[config.mk]
export PLATFORM = sky130hd
export DESIGN_NAME = dma_copy_engine
export DESIGN_NICKNAME = d
export VERILOG_FILES = /design/src/rtl/dma_copy_engine.sv
export SDC_FILE = /design/constraint.sdc
export NUM_CORES = 1
export LEC_CHECK = 0
export CORE_ASPECT_RATIO = 0.75
export CORE_MARGIN = 2
export CORE_UTILIZATION = 35
export DETAILED_ROUTE_END_ITERATION = 7
export PLACE_DENSITY = 0.57
export SLEW_MARGIN = 25
export SYNTH_ARGS = -nofsm -noshare
export SYNTH_HDL_FRONTEND = slang
export SYNTH_SLANG_ARGS = --single-unit
export TNS_END_PERCENT = 30
[constraint.sdc]
create_clock -name clk -period 3.1 [get_ports clk]
set_input_delay 0.775 -clock clk [delete_from_list [all_inputs] [get_ports clk]]
set_output_delay 0.775 -clock clk [all_outputs]
set_load 0.005 [all_outputs]
[src/rtl/dma_copy_engine.sv]
// dma_copy_engine: block-copy engine in front of a 1R1W synchronous data RAM.
// Copies `len` 16-bit words from src_addr.. to dst_addr.. at one word per cycle.
// The read issued in cycle k returns registered data in cycle k+1, where it is
// written through combinationally.
//
// Ports:
//   clk, reset_n          clock (rising edge), asynchronous active-low reset
//   start                 transfer request, sampled only when idle
//   src_addr, dst_addr    first source / destination word address (latched on start)
//   len                   word count (latched on start); 0 gives a bare done pulse
//   busy, done            not-idle flag, one-cycle completion pulse
//   mem_dout_addr         RAM read address
//   mem_dout              RAM registered read data
//   we, mem_din_addr      RAM write enable / write address
//   mem_din               RAM write data
//   fill, fill_value      (DMA_FILL_EN only) write fill_value instead of copying
//
// Optional feature macro: DMA_FILL_EN.

`ifndef DATA_ADDR_WIDTH
`define DATA_ADDR_WIDTH 13
`endif

module dma_copy_engine #(
  parameter int unsigned ADDR_WIDTH = `DATA_ADDR_WIDTH,
  parameter int unsigned LEN_WIDTH  = `DATA_ADDR_WIDTH
) (
  input  logic                  clk,
  input  logic                  reset_n,
  input  logic                  start,
  input  logic [ADDR_WIDTH-1:0] src_addr,
  input  logic [ADDR_WIDTH-1:0] dst_addr,
  input  logic [LEN_WIDTH-1:0]  len,
`ifdef DMA_FILL_EN
  input  logic                  fill,
  input  logic [15:0]           fill_value,
`endif
  output logic                  busy,
  output logic                  done,
  output logic [ADDR_WIDTH-1:0] mem_dout_addr,
  input  logic [15:0]           mem_dout,
  output logic                  we,
  output logic [ADDR_WIDTH-1:0] mem_din_addr,
  output logic [15:0]           mem_din
);

  // One extra bit so len = 2^LEN_WIDTH-1 can be counted up to without overflow.
  localparam int unsigned CntWidth = LEN_WIDTH + 1;

  typedef enum logic [1:0] {StIdle, StRun, StDone} state_e;

  state_e                  state_q, state_d;
  logic [ADDR_WIDTH-1:0]   src_q, src_d;
  logic [ADDR_WIDTH-1:0]   dst_q, dst_d;
  logic [LEN_WIDTH-1:0]    len_q, len_d;
  logic [CntWidth-1:0]     rd_cnt_q, rd_cnt_d;
  logic [CntWidth-1:0]     wr_cnt_q, wr_cnt_d;
  logic                    rd_pend_q, rd_pend_d;  // a read was issued last cycle
  logic                    fill_mode;
  logic [15:0]             fill_data;
  logic [CntWidth-1:0]     len_ext;

  assign len_ext = {1'b0, len_q};

`ifdef DMA_FILL_EN
  logic        fill_q, fill_d;
  logic [15:0] fill_value_q, fill_value_d;

  assign fill_mode = fill_q;
  assign fill_data = fill_value_q;

  always_ff @(posedge clk or negedge reset_n) begin
    if (!reset_n) begin
      fill_q       <= 1'b0;
      fill_value_q <= 16'h0000;
    end else begin
      fill_q       <= fill_d;
      fill_value_q <= fill_value_d;
    end
  end

  always_comb begin
    fill_d       = fill_q;
    fill_value_d = fill_value_q;
    if (state_q == StIdle && start) begin
      fill_d       = fill;
      fill_value_d = fill_value;
    end
  end
`else
  assign fill_mode = 1'b0;
  assign fill_data = 16'h0000;
`endif

  always_ff @(posedge clk or negedge reset_n) begin
    if (!reset_n) begin
      state_q   <= StIdle;
      src_q     <= '0;
      dst_q     <= '0;
      len_q     <= '0;
      rd_cnt_q  <= '0;
      wr_cnt_q  <= '0;
      rd_pend_q <= 1'b0;
    end else begin
      state_q   <= state_d;
      src_q     <= src_d;
      dst_q     <= dst_d;
      len_q     <= len_d;
      rd_cnt_q  <= rd_cnt_d;
      wr_cnt_q  <= wr_cnt_d;
      rd_pend_q <= rd_pend_d;
    end
  end

  always_comb begin
    state_d       = state_q;
    src_d         = src_q;
    dst_d         = dst_q;
    len_d         = len_q;
    rd_cnt_d      = rd_cnt_q;
    wr_cnt_d      = wr_cnt_q;
    rd_pend_d     = 1'b0;
    busy          = 1'b0;
    done          = 1'b0;
    mem_dout_addr = '0;
    we            = 1'b0;
    mem_din_addr  = '0;
    mem_din       = 16'h0000;

    unique case (state_q)
      StIdle: begin
        if (start) begin
          src_d    = src_addr;
          dst_d    = dst_addr;
          len_d    = len;
          rd_cnt_d = '0;
          wr_cnt_d = '0;
          state_d  = (len == '0) ? StDone : StRun;
        end
      end

      StRun: begin
        busy = 1'b1;
        if (fill_mode) begin
          // No reads: a write every cycle starting in the first RUN cycle.
          we           = 1'b1;
          mem_din_addr = dst_q + ADDR_WIDTH'(wr_cnt_q);
          mem_din      = fill_data;
          wr_cnt_d     = wr_cnt_q + CntWidth'(1);
          if (wr_cnt_d == len_ext) state_d = StDone;
        end else begin
          if (rd_cnt_q < len_ext) begin
            mem_dout_addr = src_q + ADDR_WIDTH'(rd_cnt_q);
            rd_cnt_d      = rd_cnt_q + CntWidth'(1);
            rd_pend_d     = 1'b1;
          end
          if (rd_pend_q) begin
            we           = 1'b1;
            mem_din_addr = dst_q + ADDR_WIDTH'(wr_cnt_q);
            mem_din      = mem_dout;
            wr_cnt_d     = wr_cnt_q + CntWidth'(1);
            if (wr_cnt_d == len_ext) state_d = StDone;
          end
        end
      end

      StDone: begin
        busy    = 1'b1;
        done    = 1'b1;
        state_d = StIdle;
      end

      default: state_d = StIdle;
    endcase
  end

endmodule
== After elaboration in Yosys (flattened, before gate mapping) ==
Cells that the tools add are included.

* Add/subtract/negate cells: 4
* Magnitude comparators: 1
* Eq/ne operators: 7
* Mux-type cells: 22
* Reduce and logical (&&, ||, !) cells: 8

{| class="wikitable"
|+ Operators with widths
! operator !! number
|-
| $pmux 14 s2 || 2
|-
| $mux 13 || 4
|-
| $mux 14 || 3
|-
| $mux 16 || 2
|-
| $add 14x1->14 const B || 2
|-
| $add 13x13->13 || 2
|-
| $eq 14x13->1 || 1
|-
| $lt 14x13->1 || 1
|-
| $logic_not 13->1 || 1
|-
| $reduce_and 3->1 || 3
|-
| $mux 2 || 4
|-
| $ne 2x2->1 const B || 4
|-
| $mux 1 || 6
|-
| $pmux 2 s2 || 1
|-
| $eq 2x1->1 const B || 1
|-
| $eq 2x2->1 const B || 1
|-
| $logic_not 2->1 || 1
|-
| $reduce_and 2->1 || 1
|-
| $reduce_bool 2->1 || 1
|-
| $reduce_or 2->1 || 1
|}

* Bits in registers: 70

== Longest topological paths before layout ==
* Depth in word-level cells: 5
* Depth in mapped cells: 11
* Mapped depth without buffers: 10

== Worst setup path after synthesis ==
No wires, ideal clock.

* Kind: register -> output
* Start: reg rd_cnt_q[7]
* End: out mem_dout_addr[10]
* Data arrival time: 1962 ps
* Path slack: 363 ps
* Stages on the path, launching flop included: 9
* Buffers on the path: 1
* Path through: dfrtp_1 ha_1 a21o_1 a211oi_2 o211ai_2 nand2_1 o21ai_1 clkbuf_1 nor3_1

* Word-level cells in the longest chain between the ends: 3

{| class="wikitable"
|+ RTL lines
! element !! RTL line !! source
|-
| from (decl) || 56 || <nowiki>logic [CntWidth-1:0] rd_cnt_q, rd_cnt_d;</nowiki>
|-
| from (signal assigned) || 109 || <nowiki>rd_cnt_q <= rd_cnt_d;</nowiki>
|-
| $add 13x13->13 or $lt 14x13->1 (tied branches) || 153, 152 ||
|-
| $mux 13 (*) || 152 || <nowiki>if (rd_cnt_q < len_ext) begin</nowiki>
|-
| $mux 13 (*) || 130 || <nowiki>unique case (state_q)</nowiki>
|-
| to (decl) || 40 || <nowiki>output logic [ADDR_WIDTH-1:0] mem_dout_addr,</nowiki>
|}

Mark *: on every way between the ends. The rest lies on a longest branch, timed or not.

== Worst setup path after layout ==
* Start: reg rd_cnt_q[0]
* End: out mem_dout_addr[10]

The elaborated chain is that of the path after synthesis.

==> impl.org <==
** Run status
- Outcome :: complete, but fails checks
- Failing checks :: setup timing

** STA
- Setup violations remaining at the end of the flow were counted as 8.
- Final worst path period need :: 3.32 ns
- Worst Clk Skew :: 0.00539 ns
- Dividing the final minimum period by the clock period gives 1.07.
- Setup repair after global routing could not meet its margin everywhere.
- Worst rel slew slack :: 0.546
- Max-slew violation total from the final report :: 0
- Max Freq :: between 300 and 400 MHz
- Hold violation total from the final report :: 0
- Setup total negative slack on the finished layout was measured at -0.779 ns.
- Across all setup checks in the final design, the least slack found is -0.222 ns.
- For the pin with the worst max-slew slack, the measured transition is ~0.68 ns.

** CTS
- CTS saw 70 sinks.
- TritonCTS built the clock tree.
- Clock slew at the register clock pins of the worst setup and hold paths :: 0.06 ns
- The H-tree was split into 3 levels.
- The clock reaches the later pin of the worst-skew pair after 0.35 ns.
- Number of buffers on the longest clock path :: 2
- Buffer cell driving the clock tree root :: clkbuf_16
- TritonCTS Buffers :: 9

** Logic synthesis
- Counting instances in the post-synthesis netlist gives the leading cell types as dfrtp_1, nor2_1, ha_1, mux2_2, o21ai_0.
- Of the total synthesized cell area, the portion taken by XOR and XNOR cells is 0.0584.
- The portion of synthesized area spent on multiplexers is 0.0962.
- Cell type contributing the most total cell area after synthesis :: dfrtp_1
- Counting flops with a built-in enable in the synthesized netlist gives 0.
- Mean area per synthesized cell :: 9.28 sq um
- Adder-cell share of the synthesized area :: 0.108
- The Yosys step of the flow raised 0 warnings.
- Post-synth net total :: 650
- Cell Area, Synth :: 0.00510 sq mm
- Of the synthesized area, sequential elements account for 0.344.
- Ys async rst share :: 1.00
- Count of different cell masters after synthesis :: 63
- By area, the combinational part of the netlist is dominated by simple AND/OR/NAND/NOR gates.
- Post-synthesis compound-gate area fraction :: 0.161
- In the synthesized netlist the dominant register cell turns out to be dfrtp_1.
- Number of cells produced by synthesis :: 549
- In this run, synthesis produced a sequential element count of 70.
- Simple-gate area share of the yosys netlist :: 0.192
- Cell with the most instances after synthesis :: dfrtp_1
- Area share of the largest cell type after synthesis :: 0.344
- By area the synthesized netlist is led by dfrtp_1, ha_1, mux2_2, o21ai_0, nor2_1.

** Detailed routing
- The count of nets left with antenna violations once routing finished came out at 0.
- Total number of vias :: slightly below 5000
- Starting DRT DRC Count :: 319
- Using the TritonRoute via totals, the vias-per-cell ratio works out to between 5 and 6.
- In the routed design, unresolved DRC markers number 0.
- The first TritonRoute pass finished after 5 iterations.
- The final layout contains routed wiring with a total length of 15100 microns.
- In the final routed layout, each cell accounts on average for 16.2 microns.

** Power and ir drop
- Clk network pwr share :: 0.202
- Net Sw Power :: 2.14 mW
- Static Leakage :: 3.39 nW
- In this run the power density over the cells is 757 mW/mm^2.
- Of the total power, the share spent switching nets is 0.379.
- Share of power burned in combinational logic :: 0.549
- Overall power consumption after layout is estimated at 5.64 mW.
- Of the total power, registers draw 0.249.
- The internal power of the cells totals 3.50 mW.
- The worst-case IR drop observed on VDD is 349 uV.

** Cells and area
- Fill cells in the final layout number roughly 1300.
- After routing the design area is 0.00746 sq mm.
- At the end of the flow, the number of nets in the layout was 826.
- The repair_antennas step left the layout with diodes totalling 0.
- In the final layout, the multi-input gates occupy 0.00340 sq mm.
- Relative area change from synthesis to final layout :: 46.3%
- Registers take 0.00175 sq mm.
- In the final layout, the share of cells above drive strength 1 is 0.296.
- Post-layout instance count excluding filler cells :: just over 900

** Placed design
- Detailed placement ended at an HPWL of 11000 microns.
- Placed Cells incl. Taps :: around 900
- Cell area after placement :: 0.00680 sq mm
- Routability-driven placement congestion ratio :: 0.882
- Number of input and output port buffers inserted :: 102
- Setup WS pre-CTS :: -0.316 ns

** Die
- During I/O placement, the number of pins put on the boundary was 103.
- The floorplan step set the die height to approximately 110 microns.
- The floorplan step set the die width to 143 microns.
- The region available for standard cell placement spans 0.0144 sq mm.
- The die covers 0.0156 sq mm.
- The initial utilization of the core area, before any placement, comes to 0.355.
- Number of placement rows :: 38

** GRT
- For this run, the total global-route usage over all layers was measured as 0.199.
- First-pass GRT wire length :: about 24000 microns
- Global routing finished with a remaining overflow of 0.
- The initial antenna violation count was 0.
- Entering global routing, the biggest net connects 71 pins.
- Vias in the first global route :: 4706

** Worst setup path
- Critical Path Source Type :: register
- Crit. End Element :: primary output
- Data on the critical path is required at its endpoint by 2.32 ns.
- Critical path peak fanout :: 3
- STA puts the critical path data arrival time at 2.55 ns.
- By startpoint and endpoint, the worst setup path is classified as reg -> out.

** Worst hold path
- Hold crit path type :: in -> async

** Job
- The tool flagged a number of max-cap violations equal to 0.
layout by cell type (no fill, tap or decap), types with 10 or more instances in the layout:
master and n:
mux2_2 40, ha_1 33, xnor2_1 17, clkdlybuf4s50_1 77, o31ai_1 11, buf_2 15
nand2_1 29, inv_1 24, buf_4 75, nor2_1 42, dfrtp_1 69, nand2b_1 10
nand3_1 18, xor2_1 17, and3_1 21, o21ai_0 28, nor3_1 10, a21oi_1 15
worst max-delay path: stages (launching register included):
cell and delay (ns):
dfrtp_1 0.38, ha_2 0.20, inv_2 0.06, fa_2 0.19, nor2b_2 0.05, o21ai_2 0.18
a21oi_2 0.09, o211a_1 0.26, buf_4 0.14, o21a_1 0.18, o21a_1 0.18, nor3_2 0.14
buf_2 0.13
layer usage:
metal / routed length, microns / GRT usage / up-vias
met1: 7660 / 0.292 / 2350
met3: 726 / 0.0376 / 15
met5: 0 / 0 / -
met2: 6500 / 0.299 / 146
met4: 192 / 0.0539 / 0
li1: - / - / 2342
metrics by stage:
step / util / hold slack, ns
after floorplan: - / 0.479
after global placement: 0.473 / 0.497
after detailed placement: 0.473 / 0.505
after CTS: 0.514 / 0.467
after global routing: 0.519 / 0.491
final: 0.519 / 0.426
flip-flops by register name, indices dropped and copies added, names as in the netlist:
name	count
state_q	2
dst_q	13
wr_cnt_q	14
len_q	13
rd_cnt_q	14
rd_pend_q	1
src_q	13
layout make-up:
class / instances / area share
Timing Repair Buffer: 186 / 0.217
Tap cell: 200 / 0.0336
Sequential cell: 70 / 0.235
Clock buffer: 10 / 0.0320
Inverter: 29 / 0.0146
Clock inverter: 6 / 0.0114
Multi-Input combinational cell: 429 / 0.457
cells by family after synthesis:
family / after synthesis
compound gates: 122
xor+xnor: 34
fa+ha+maj: 43
buf+inv: 50
flops: 70
mux: 44
simple gates: 186
repair_timing:
action                                  4_1_cts  5_1_grt
hold buffers                                  0        0
resized for setup                            97       46
gates cloned                                  1        0
pin swaps                                    32       24
endpoints found under the hold margin         0        0
endpoints found under the setup margin       22       33
buffers inserted                             16        7
final timing paths:
kind / startpoint / end / slack, ns / cells after the start
max in group asynchronous: reset_n / rd_cnt_q[6]$_DFFE_PN0P_ / 2.32 / 2
hold / removal: reset_n / dst_q[9]$_DFFE_PN0P_ / 0.43 / 2
setup / recovery: rd_cnt_q[0]$_DFFE_PN0P_ / mem_dout_addr[10] / -0.22 / 12
hold reg to reg: src_q[0]$_DFFE_PN0P_ / src_q[0]$_DFFE_PN0P_ / 0.52 / 1
setup reg to reg: rd_cnt_q[7]$_DFFE_PN0P_ / rd_cnt_q[10]$_DFFE_PN0P_ / 0.22 / 13
min in group clk: src_q[0]$_DFFE_PN0P_ / src_q[0]$_DFFE_PN0P_ / 0.52 / 1
power by group through the flow:
stage	combinational [mW]	sequential (mW)	clock, mW
floorplan	1.58	1.37	0
global placement	2.73	1.39	0
detailed placement	2.80	1.40	0
CTS	2.99	1.39	1.17
global route	3.40	1.44	1.20
finish	3.10	1.40	1.14
Power figures use the tool's default switching activity.
